<file path="src/rtl/muldiv_sequencer_if.sv">
// Request/response bundle between the decode stage and the multiply/divide unit.
// The master drives the decoded instruction fields; the slave returns HI/LO and status.
interface muldiv_sequencer_if #(
  parameter int WIDTH = 32
);
  logic             start;
  logic [1:0]       op;
  logic [WIDTH-1:0] rs_val;
  logic [WIDTH-1:0] rt_val;
  logic             read_hilo;
  logic             mt_en;
  logic             mt_sel;
  logic [WIDTH-1:0] mt_val;
  logic [WIDTH-1:0] hi;
  logic [WIDTH-1:0] lo;
  logic             busy;
  logic             stall;
  logic             done;
  logic             div_by_zero;

  modport master (
    output start, op, rs_val, rt_val, read_hilo, mt_en, mt_sel, mt_val,
    input  hi, lo, busy, stall, done, div_by_zero
  );

  modport slave (
    input  start, op, rs_val, rt_val, read_hilo, mt_en, mt_sel, mt_val,
    output hi, lo, busy, stall, done, div_by_zero
  );
endinterface

</file>
<file path="src/rtl/muldiv_sequencer.sv">
// Iterative MULT/MULTU/DIV/DIVU unit owning HI/LO: one shared adder step per cycle,
// WIDTH iterations on magnitudes, then a sign-fixup cycle before HI/LO are written.
module muldiv_sequencer #(
  parameter int WIDTH = 32
) (
  input logic                clk,
  input logic                reset_n,
  muldiv_sequencer_if.slave  bus
);
  localparam int CW = $clog2(WIDTH);
  localparam logic [CW-1:0] LAST = CW'(WIDTH - 1);

  typedef enum logic [1:0] {IDLE, RUN, SIGN} state_t;

  state_t             state;
  logic [CW-1:0]      count;
  logic [2*WIDTH-1:0] acc;
  logic [WIDTH-1:0]   opnd;
  logic [WIDTH-1:0]   rs_orig;
  logic               is_div;
  logic               neg_rs;
  logic               neg_rt;
  logic               div_zero;
  logic [WIDTH-1:0]   hi_r;
  logic [WIDTH-1:0]   lo_r;
  logic               busy_r;
  logic               done_r;
  logic               dz_r;

  logic [WIDTH-1:0]   abs_rs;
  logic [WIDTH-1:0]   abs_rt;
  logic [WIDTH:0]     add_a;
  logic [WIDTH:0]     add_b;
  logic [WIDTH:0]     sum;
  logic [2*WIDTH-1:0] acc_next;
  logic [2*WIDTH-1:0] mul_res;
  logic [WIDTH-1:0]   quo_res;
  logic [WIDTH-1:0]   rem_res;
  logic [WIDTH-1:0]   hi_res;
  logic [WIDTH-1:0]   lo_res;

  assign abs_rs = (bus.op[0] && bus.rs_val[WIDTH-1]) ? -bus.rs_val : bus.rs_val;
  assign abs_rt = (bus.op[0] && bus.rt_val[WIDTH-1]) ? -bus.rt_val : bus.rt_val;

  // One adder serves both: add multiplicand into the upper half, or trial-subtract
  // the divisor from the shifted partial remainder (sum MSB set means it went negative).
  always_comb begin
    add_a    = '0;
    add_b    = '0;
    acc_next = acc;
    if (is_div) begin
      add_a = acc[2*WIDTH-1:WIDTH-1];
      add_b = ~{1'b0, opnd};
    end else begin
      add_a = {1'b0, acc[2*WIDTH-1:WIDTH]};
      add_b = acc[0] ? {1'b0, opnd} : '0;
    end
    sum = add_a + add_b + {{WIDTH{1'b0}}, is_div};
    if (is_div) begin
      if (sum[WIDTH])
        acc_next = {acc[2*WIDTH-2:0], 1'b0};
      else
        acc_next = {sum[WIDTH-1:0], acc[WIDTH-2:0], 1'b1};
    end else begin
      acc_next = {sum, acc[WIDTH-1:1]};
    end
  end

  always_comb begin
    mul_res = (neg_rs ^ neg_rt) ? -acc : acc;
    quo_res = (neg_rs ^ neg_rt) ? -acc[WIDTH-1:0] : acc[WIDTH-1:0];
    rem_res = neg_rs ? -acc[2*WIDTH-1:WIDTH] : acc[2*WIDTH-1:WIDTH];
    hi_res  = mul_res[2*WIDTH-1:WIDTH];
    lo_res  = mul_res[WIDTH-1:0];
    if (is_div) begin
      if (div_zero) begin
        hi_res = rs_orig;
        lo_res = '1;
      end else begin
        hi_res = rem_res;
        lo_res = quo_res;
      end
    end
  end

  always_ff @(posedge clk) begin
    if (!reset_n) begin
      state    <= IDLE;
      count    <= '0;
      acc      <= '0;
      opnd     <= '0;
      rs_orig  <= '0;
      is_div   <= 1'b0;
      neg_rs   <= 1'b0;
      neg_rt   <= 1'b0;
      div_zero <= 1'b0;
      hi_r     <= '0;
      lo_r     <= '0;
      busy_r   <= 1'b0;
      done_r   <= 1'b0;
      dz_r     <= 1'b0;
    end else begin
      done_r <= 1'b0;
      case (state)
        IDLE: begin
          if (bus.start) begin
            is_div   <= bus.op[1];
            neg_rs   <= bus.op[0] & bus.rs_val[WIDTH-1];
            neg_rt   <= bus.op[0] & bus.rt_val[WIDTH-1];
            rs_orig  <= bus.rs_val;
            div_zero <= bus.op[1] && (bus.rt_val == '0);
            opnd     <= bus.op[1] ? abs_rt : abs_rs;
            acc      <= {{WIDTH{1'b0}}, (bus.op[1] ? abs_rs : abs_rt)};
            count    <= '0;
            dz_r     <= 1'b0;
            busy_r   <= 1'b1;
            state    <= RUN;
          end else if (bus.mt_en) begin
            if (bus.mt_sel)
              hi_r <= bus.mt_val;
            else
              lo_r <= bus.mt_val;
          end
        end
        RUN: begin
          acc   <= acc_next;
          count <= count + CW'(1);
          if (count == LAST)
            state <= SIGN;
        end
        SIGN: begin
          hi_r   <= hi_res;
          lo_r   <= lo_res;
          dz_r   <= div_zero;
          done_r <= 1'b1;
          busy_r <= 1'b0;
          state  <= IDLE;
        end
        default: state <= IDLE;
      endcase
    end
  end

  assign bus.hi          = hi_r;
  assign bus.lo          = lo_r;
  assign bus.busy        = busy_r;
  assign bus.done        = done_r;
  assign bus.div_by_zero = dz_r;
  assign bus.stall       = busy_r & (bus.start | bus.read_hilo | bus.mt_en);
endmodule

</file>
<file path="src/flat_wrapper.sv">
// flat-port wrapper written by rule: the top's interface ports become plain ports
module muldiv_sequencer_flat 
#(
  parameter int WIDTH = 32
)
  (clk, reset_n, bus_start, bus_op, bus_rs_val, bus_rt_val, bus_read_hilo, bus_mt_en, bus_mt_sel, bus_mt_val, bus_hi, bus_lo, bus_busy, bus_stall, bus_done, bus_div_by_zero);
  muldiv_sequencer_if #(.WIDTH(WIDTH)) bus_i ();
  input logic clk;
  input logic reset_n;
  input wire logic [$bits(bus_i.start)-1:0] bus_start;
  input wire logic [$bits(bus_i.op)-1:0] bus_op;
  input wire logic [$bits(bus_i.rs_val)-1:0] bus_rs_val;
  input wire logic [$bits(bus_i.rt_val)-1:0] bus_rt_val;
  input wire logic [$bits(bus_i.read_hilo)-1:0] bus_read_hilo;
  input wire logic [$bits(bus_i.mt_en)-1:0] bus_mt_en;
  input wire logic [$bits(bus_i.mt_sel)-1:0] bus_mt_sel;
  input wire logic [$bits(bus_i.mt_val)-1:0] bus_mt_val;
  output wire logic [$bits(bus_i.hi)-1:0] bus_hi;
  output wire logic [$bits(bus_i.lo)-1:0] bus_lo;
  output wire logic [$bits(bus_i.busy)-1:0] bus_busy;
  output wire logic [$bits(bus_i.stall)-1:0] bus_stall;
  output wire logic [$bits(bus_i.done)-1:0] bus_done;
  output wire logic [$bits(bus_i.div_by_zero)-1:0] bus_div_by_zero;
  assign bus_i.start = bus_start;
  assign bus_i.op = bus_op;
  assign bus_i.rs_val = bus_rs_val;
  assign bus_i.rt_val = bus_rt_val;
  assign bus_i.read_hilo = bus_read_hilo;
  assign bus_i.mt_en = bus_mt_en;
  assign bus_i.mt_sel = bus_mt_sel;
  assign bus_i.mt_val = bus_mt_val;
  assign bus_hi = bus_i.hi;
  assign bus_lo = bus_i.lo;
  assign bus_busy = bus_i.busy;
  assign bus_stall = bus_i.stall;
  assign bus_done = bus_i.done;
  assign bus_div_by_zero = bus_i.div_by_zero;
  muldiv_sequencer #(.WIDTH(WIDTH)) u_core (.clk(clk), .reset_n(reset_n), .bus(bus_i));
endmodule
</file>
<file path="config.mk">
export PLATFORM = sky130hd
export DESIGN_NAME = muldiv_sequencer_flat
export DESIGN_NICKNAME = d
export VERILOG_FILES = /design/src/rtl/muldiv_sequencer_if.sv /design/src/rtl/muldiv_sequencer.sv /design/src/flat_wrapper.sv
export SDC_FILE = /design/constraint.sdc
export NUM_CORES = 1
export LEC_CHECK = 0
export CAP_MARGIN = 20
export CORE_UTILIZATION = 45
export CTS_CLUSTER_DIAMETER = 80
export CTS_CLUSTER_SIZE = 16
export DETAILED_ROUTE_END_ITERATION = 7
export PLACE_DENSITY = 0.68
export SYNTH_ARGS = -nofsm -noshare
export SYNTH_HDL_FRONTEND = slang
export SYNTH_SLANG_ARGS = --single-unit
export TNS_END_PERCENT = 20
</file>
<file path="constraint.sdc">
create_clock -name clk -period 5.3 [get_ports clk]
set_input_delay 0.795 -clock clk [delete_from_list [all_inputs] [get_ports clk]]
set_output_delay 0.795 -clock clk [all_outputs]
set_load 0.01 [all_outputs]
</file>
After elaboration in Yosys (flattened, before gate mapping):

Cells that the tools add are included.
Widths: inputs -> output; s select.

* output and inout bits: 68
* flip-flop bits (word level): 206
* input port bits: 104
* logic and storage cells: 87

* reduce and logical (&&, ||, !) cells: 13
* $add $sub $neg: 8
* equality and inequality tests: 9
* bitwise logic cells: 7
* muxes and demuxes: 36

Operators by type and width (number)
* $mux 32: 17
* $mux 64: 4
* $neg 32->32: 4
* $pmux 32 s2: 2
* $pmux 64 s2: 1
* $mux 33: 2
* $neg 64->64: 1
* $add 33x1->33: 1
* $add 33x33->33: 1
* $not 32->33: 1
* $logic_not 32->1: 1
* $ne 2x2->1 const B: 5
* $pmux 5 s2: 1
* $reduce_and 2->1: 4
* $reduce_and 4->1: 2
* $add 5x1->5 const B: 1
* $eq 5x5->1 const B: 1
* $mux 5: 1
* $mux 2: 2
* $pmux 1 s2: 2
* $pmux 2 s2: 1
* $reduce_bool 2->1: 2
* $and 1x1->1: 3
* $logic_and 1x1->1: 3
* other kinds (7): 10

Logic depth before layout (Yosys ltp):

* depth after elaboration: 7
* mapped depth: 20
* gate-level depth less buffers: 16

Worst setup path before layout:

No wires, ideal clock.

* path kind: register to register
* start: reg u_core.is_div
* end: reg u_core.acc[60]
* period minus slack after synthesis: 4.507 ns
* path slack: 0.793 ns
* data required time: 5.165 ns
* setup time: 0.135 ns
* arrival: 4.372 ns
* path buffers: 6
* cell stages (with the launch flop): 20
* path through: dfxtp_1 clkbuf_1 clkbuf_1 buf_1 buf_1 clkbuf_1 nand2_1 o21ai_0 fa_1 inv_1 fa_1 nor2b_1 o31ai_1 a21oi_1 o21bai_1 a2111o_1 o211ai_1 buf_2 mux2i_1 a31oi_1

* word-level cells in the longest chain between the ends: 6
* elaborated cells between the ends (all ways): 7
* classes of those cells: 2 x add/sub; 5 x mux

RTL lines
* start: declaration: RTL line muldiv_sequencer.sv:20 `logic is_div;`
* start signal: assignment: RTL line muldiv_sequencer.sv:107 `is_div <= bus.op[1];`
* $mux 33: RTL line muldiv_sequencer.sv:51 `if (is_div) begin`
* $add 33x33->33: RTL line muldiv_sequencer.sv:58 `sum = add_a + add_b + {{WIDTH{1'b0}}, is_div};`
* $add 33x1->33: RTL line muldiv_sequencer.sv:58
* $mux 64: RTL line muldiv_sequencer.sv:60 `if (sum[WIDTH])`
* $mux 64 *: RTL line muldiv_sequencer.sv:59 `if (is_div) begin`
* $pmux 64 s2 *: RTL line muldiv_sequencer.sv:104 `case (state)`
* end signal: assignment: RTL line muldiv_sequencer.sv:113 `acc <= {{WIDTH{1'b0}}, (bus.op[1] ? abs_rs : abs_rt)};`
* end signal: assignment: RTL line muldiv_sequencer.sv:126 `acc <= acc_next;`
* end: declaration: RTL line muldiv_sequencer.sv:17 `logic [2*WIDTH-1:0] acc;`

Every way passes the cells marked *; elsewhere a longest branch is shown, timed or not.
A chain may end at the register's enable or synchronous reset.

Final worst setup path:

* start: reg u_core.is_div
* end: reg u_core.acc[33]

Same word-level chain as after synthesis.

==> out/qor.yml <==
run_status:
  status: "finished, final reports clean"
synthesis:
  synthCells: 2146
  yosys.area_share.simple: 0.2020
  synth_nets: 2290
  synth_ff_type: "dfxtp_1"
  netlist_area_sq_um: 15710
  syn_avg_cell_area_sq_um: 7.319
  synth_edf_count: 0
  synth.area.mux_share: 0.06238
  synth_warnings: 0
  async_reset_ff_frac: 0
  ys_seq_elements: 206
  synth.distinct_cells: 88
  synth-compound-area-share: 0.2908
  yosysSeqAreaShare: 0.2626
  synth_top_family_by_area: "compound AO/OA/AOI/OAI gates"
  synth_adder_area_share: 0.03282
  synth_xor_area_frac: 0.09145
worst_setup_path:
  cp.arrival_ns: 5.01
  reg2reg_from: "u_core.is_div"
  crit_start: "u_core.is_div"
  path_class: "register to register"
  path_max_fanout: 49
  endpoint_kind: "register"
  crit_required_ns: 5.76
  slowest_delay_ns: 0.71
  crit_chain: "inv_1, buf_4, o21ai_0, fa_1, inv_1, fa_1, nor2b_1, o31ai_1, a21oi_1, o21bai_1, a21o_1, a211oi_4, buf_4, mux2_2, o21ai_0, and3_1"
  startpoint_type: "register"
  cpMaxStageDelayCell: "dfxtp_4"
clocking:
  htreeDepth: 1
  post-cts-setup-buffer-count: 0
  cts_root_buffer: "clkbuf_16"
  clockBufferDepth: 3
  cts-resized-gates: 0
  cts_tree: "yes"
  cts_hold_buf: 0
  clk_pin_slew_ns: 0.09
  cts.sinks: 206
  insertion_delay_ns: 0.51
  cts_made_buffers: 17
place:
  dp_slack_ns: 0.8157
  numPortBuffers: 171
  gp_congestion: 0.9838
  numPlacedInstances: 2625
  dp_hpwl_um: 47720
die:
  die_w_um: 188.8
  core-area_sq_um: 34460
  die_area_sq_um: 35650
  ios: 172
  dieHeight_um: 188.8
  placementRows: 68
  start_util: 0.4558
grt:
  grt_pass1_vias: 15250
  overflow: 0
  grt_max_degree: 65
  antenna_found_initial: 2
  grt_pass1_wl_um: 93740
  grt_usage: 0.3401
power:
  leakagePower_nw: 6.567
  power_density_nw_per_um2: 236.4
  peakVddDrop_uv: 179.7
detailed_routing:
  routed_via_density: 6.437
  totalWireLength_um: 62560
  first_pass_iters: 6
  drcViolationCount: 0
  wire_per_inst_um: 23.64
  drt_iter0_drc: 2177
  vias: 17040
  ant_nets: 0
sta:
  slew_violations: 0
  skew_ns: 0.02260
  finalHoldViolCount: 0
  fin_crit_sh: 0.8572
  slew_headroom: 0.2759
  holdWs_ns: 0.4544
  tns_ns: 0
  period_needed_ns: 4.543
  finalSetupViolations: 0
  fin_ws_ns: 0.7569
  rsz0062_at_grt: "no"
  timing.fmax_mhz: 220.1
  worstMarginPinSlew_ns: 1.083
layout:
  final.fill_count: 3424
  area_delta_synth_final_pct: 15.21
  fin_cells: 2647
  antennaDiodeCount: 0
  nets: 2334
  final_util: 0.5251
  drive_above_1_share: 0.06387
hold_path:
  hp-start: "u_core.count[3]"
  holdCritPathClass: "register to register"
run:
  maxCapViolCount: 0
-- final cells by class --
cell class,instances,area (sq um),area share
clock buffer,19,432.9,0.02392
clock inverter,2,20.02,0.001106
inverter,45,171.4,0.009473
multi-input combinational,1709,10750,0.5939
sequential,206,4129,0.2282
tap,455,569.3,0.03146
timing repair buffer,211,2026,0.1119
-- worst max-delay path, delay by kind of cell, from the launching register on --
family / cells / cell delay, ns
adder cells (fa/ha/maj): 2 / 0.69
flip-flops: 1 / 0.71
buffers and inverters: 4 / 0.81
multiplexers: 1 / 0.38
AO/OA/AOI/OAI: 7 / 1.55
AND/OR/NAND/NOR: 2 / 0.33
-- routing by layer --
layer,vias up,GRT usage,routed length [um]
met5,-,0,13
met4,2,0.1176,2412
met3,134,0.06538,6875
met2,1014,0.5140,26530
met1,8036,0.4792,26730
li1,7853,-,-
-- state kept, by name (all words and copies together) (netlist names), 2 cells and up --
register,count
u_core.acc,64
u_core.bus.hi,32
u_core.bus.lo,32
u_core.opnd,32
u_core.rs_orig,32
u_core.count,5
u_core.state,2
-- report_power, final --
| group | leakage (nW) | internal, mW | switching [mW] |
|---|---|---|---|
| registers | 1.68 | 1.64 | 0.161 |
| logic | 4.66 | 0.487 | 0.783 |
| clock network | 0.222 | 0.585 | 0.622 |
-- cells in the mapped netlist (10+ instances only) --
| library cell | n | share of area |
|---|---|---|
| a221oi_1 | 13 | 0.0072 |
| o221ai_1 | 32 | 0.018 |
| a21oi_1 | 214 | 0.068 |
| o41ai_1 | 13 | 0.0072 |
| xor2_1 | 72 | 0.040 |
| dfxtp_1 | 206 | 0.26 |
| buf_2 | 10 | 0.0032 |
| o21ai_0 | 171 | 0.054 |
| clkbuf_1 | 149 | 0.036 |
| nor3_1 | 40 | 0.013 |
| and3_1 | 13 | 0.0052 |
| ha_1 | 38 | 0.030 |
| or4_1 | 11 | 0.0053 |
| a211oi_1 | 49 | 0.023 |
| a21o_1 | 13 | 0.0062 |
| nand3_1 | 44 | 0.014 |
| nand4_1 | 11 | 0.0044 |
| mux2_2 | 31 | 0.022 |
| a31oi_1 | 27 | 0.011 |
| xnor2_1 | 92 | 0.051 |
| mux2i_1 | 63 | 0.040 |
| or2_2 | 12 | 0.0048 |
| or3_1 | 20 | 0.0080 |
| o211ai_1 | 50 | 0.024 |
| and2_1 | 10 | 0.0040 |
| a22oi_1 | 28 | 0.013 |
| o22ai_1 | 10 | 0.0040 |
| o31ai_1 | 21 | 0.010 |
| buf_1 | 21 | 0.0050 |
| inv_1 | 43 | 0.010 |
| nor4_1 | 14 | 0.0056 |
| nor2_1 | 154 | 0.037 |
| nand2_1 | 317 | 0.076 |
-- stage by stage --
step	power (mW)	area, sq um
after global placement	3.042	17600
after detailed placement	3.060	17610
after CTS	4.232	18070
final	4.277	18090
after floorplan	2.575	15710
after global routing	4.438	18090
-- placed cells by master, fill, tap and decap left out, types with 50 or more instances in the layout --
cell               n
o211ai_1          50
dfxtp_1          204
mux2i_1           63
xnor2_1           91
nand2_1          317
a21oi_1          214
o21ai_0          171
nor2_1           150
xor2_1            71
clkdlybuf4s50_1  169
-- kinds of logic (layout without fill, tap and decap cells) --
kind of cell               Yosys count  after routing
muxes                               94             94
buffers and inverters              231            277
DFF                                206            206
xor gates and xnor gates           164            164
AOI/OAI and AO/OA                  720            720
and+or+nand+nor                    691            691
adders and majority gates           40             40
-- final timing paths --
kind / to / cells after the start / slack, ns
worst min-delay path: u_core.count[3] / 1 / 0.45
worst min register to register: u_core.count[3] / 1 / 0.45
worst max-delay path: u_core.acc[33] / 16 / 0.76
worst max register to register: u_core.acc[33] / 16 / 0.76
(Power assumes the default switching activity.)
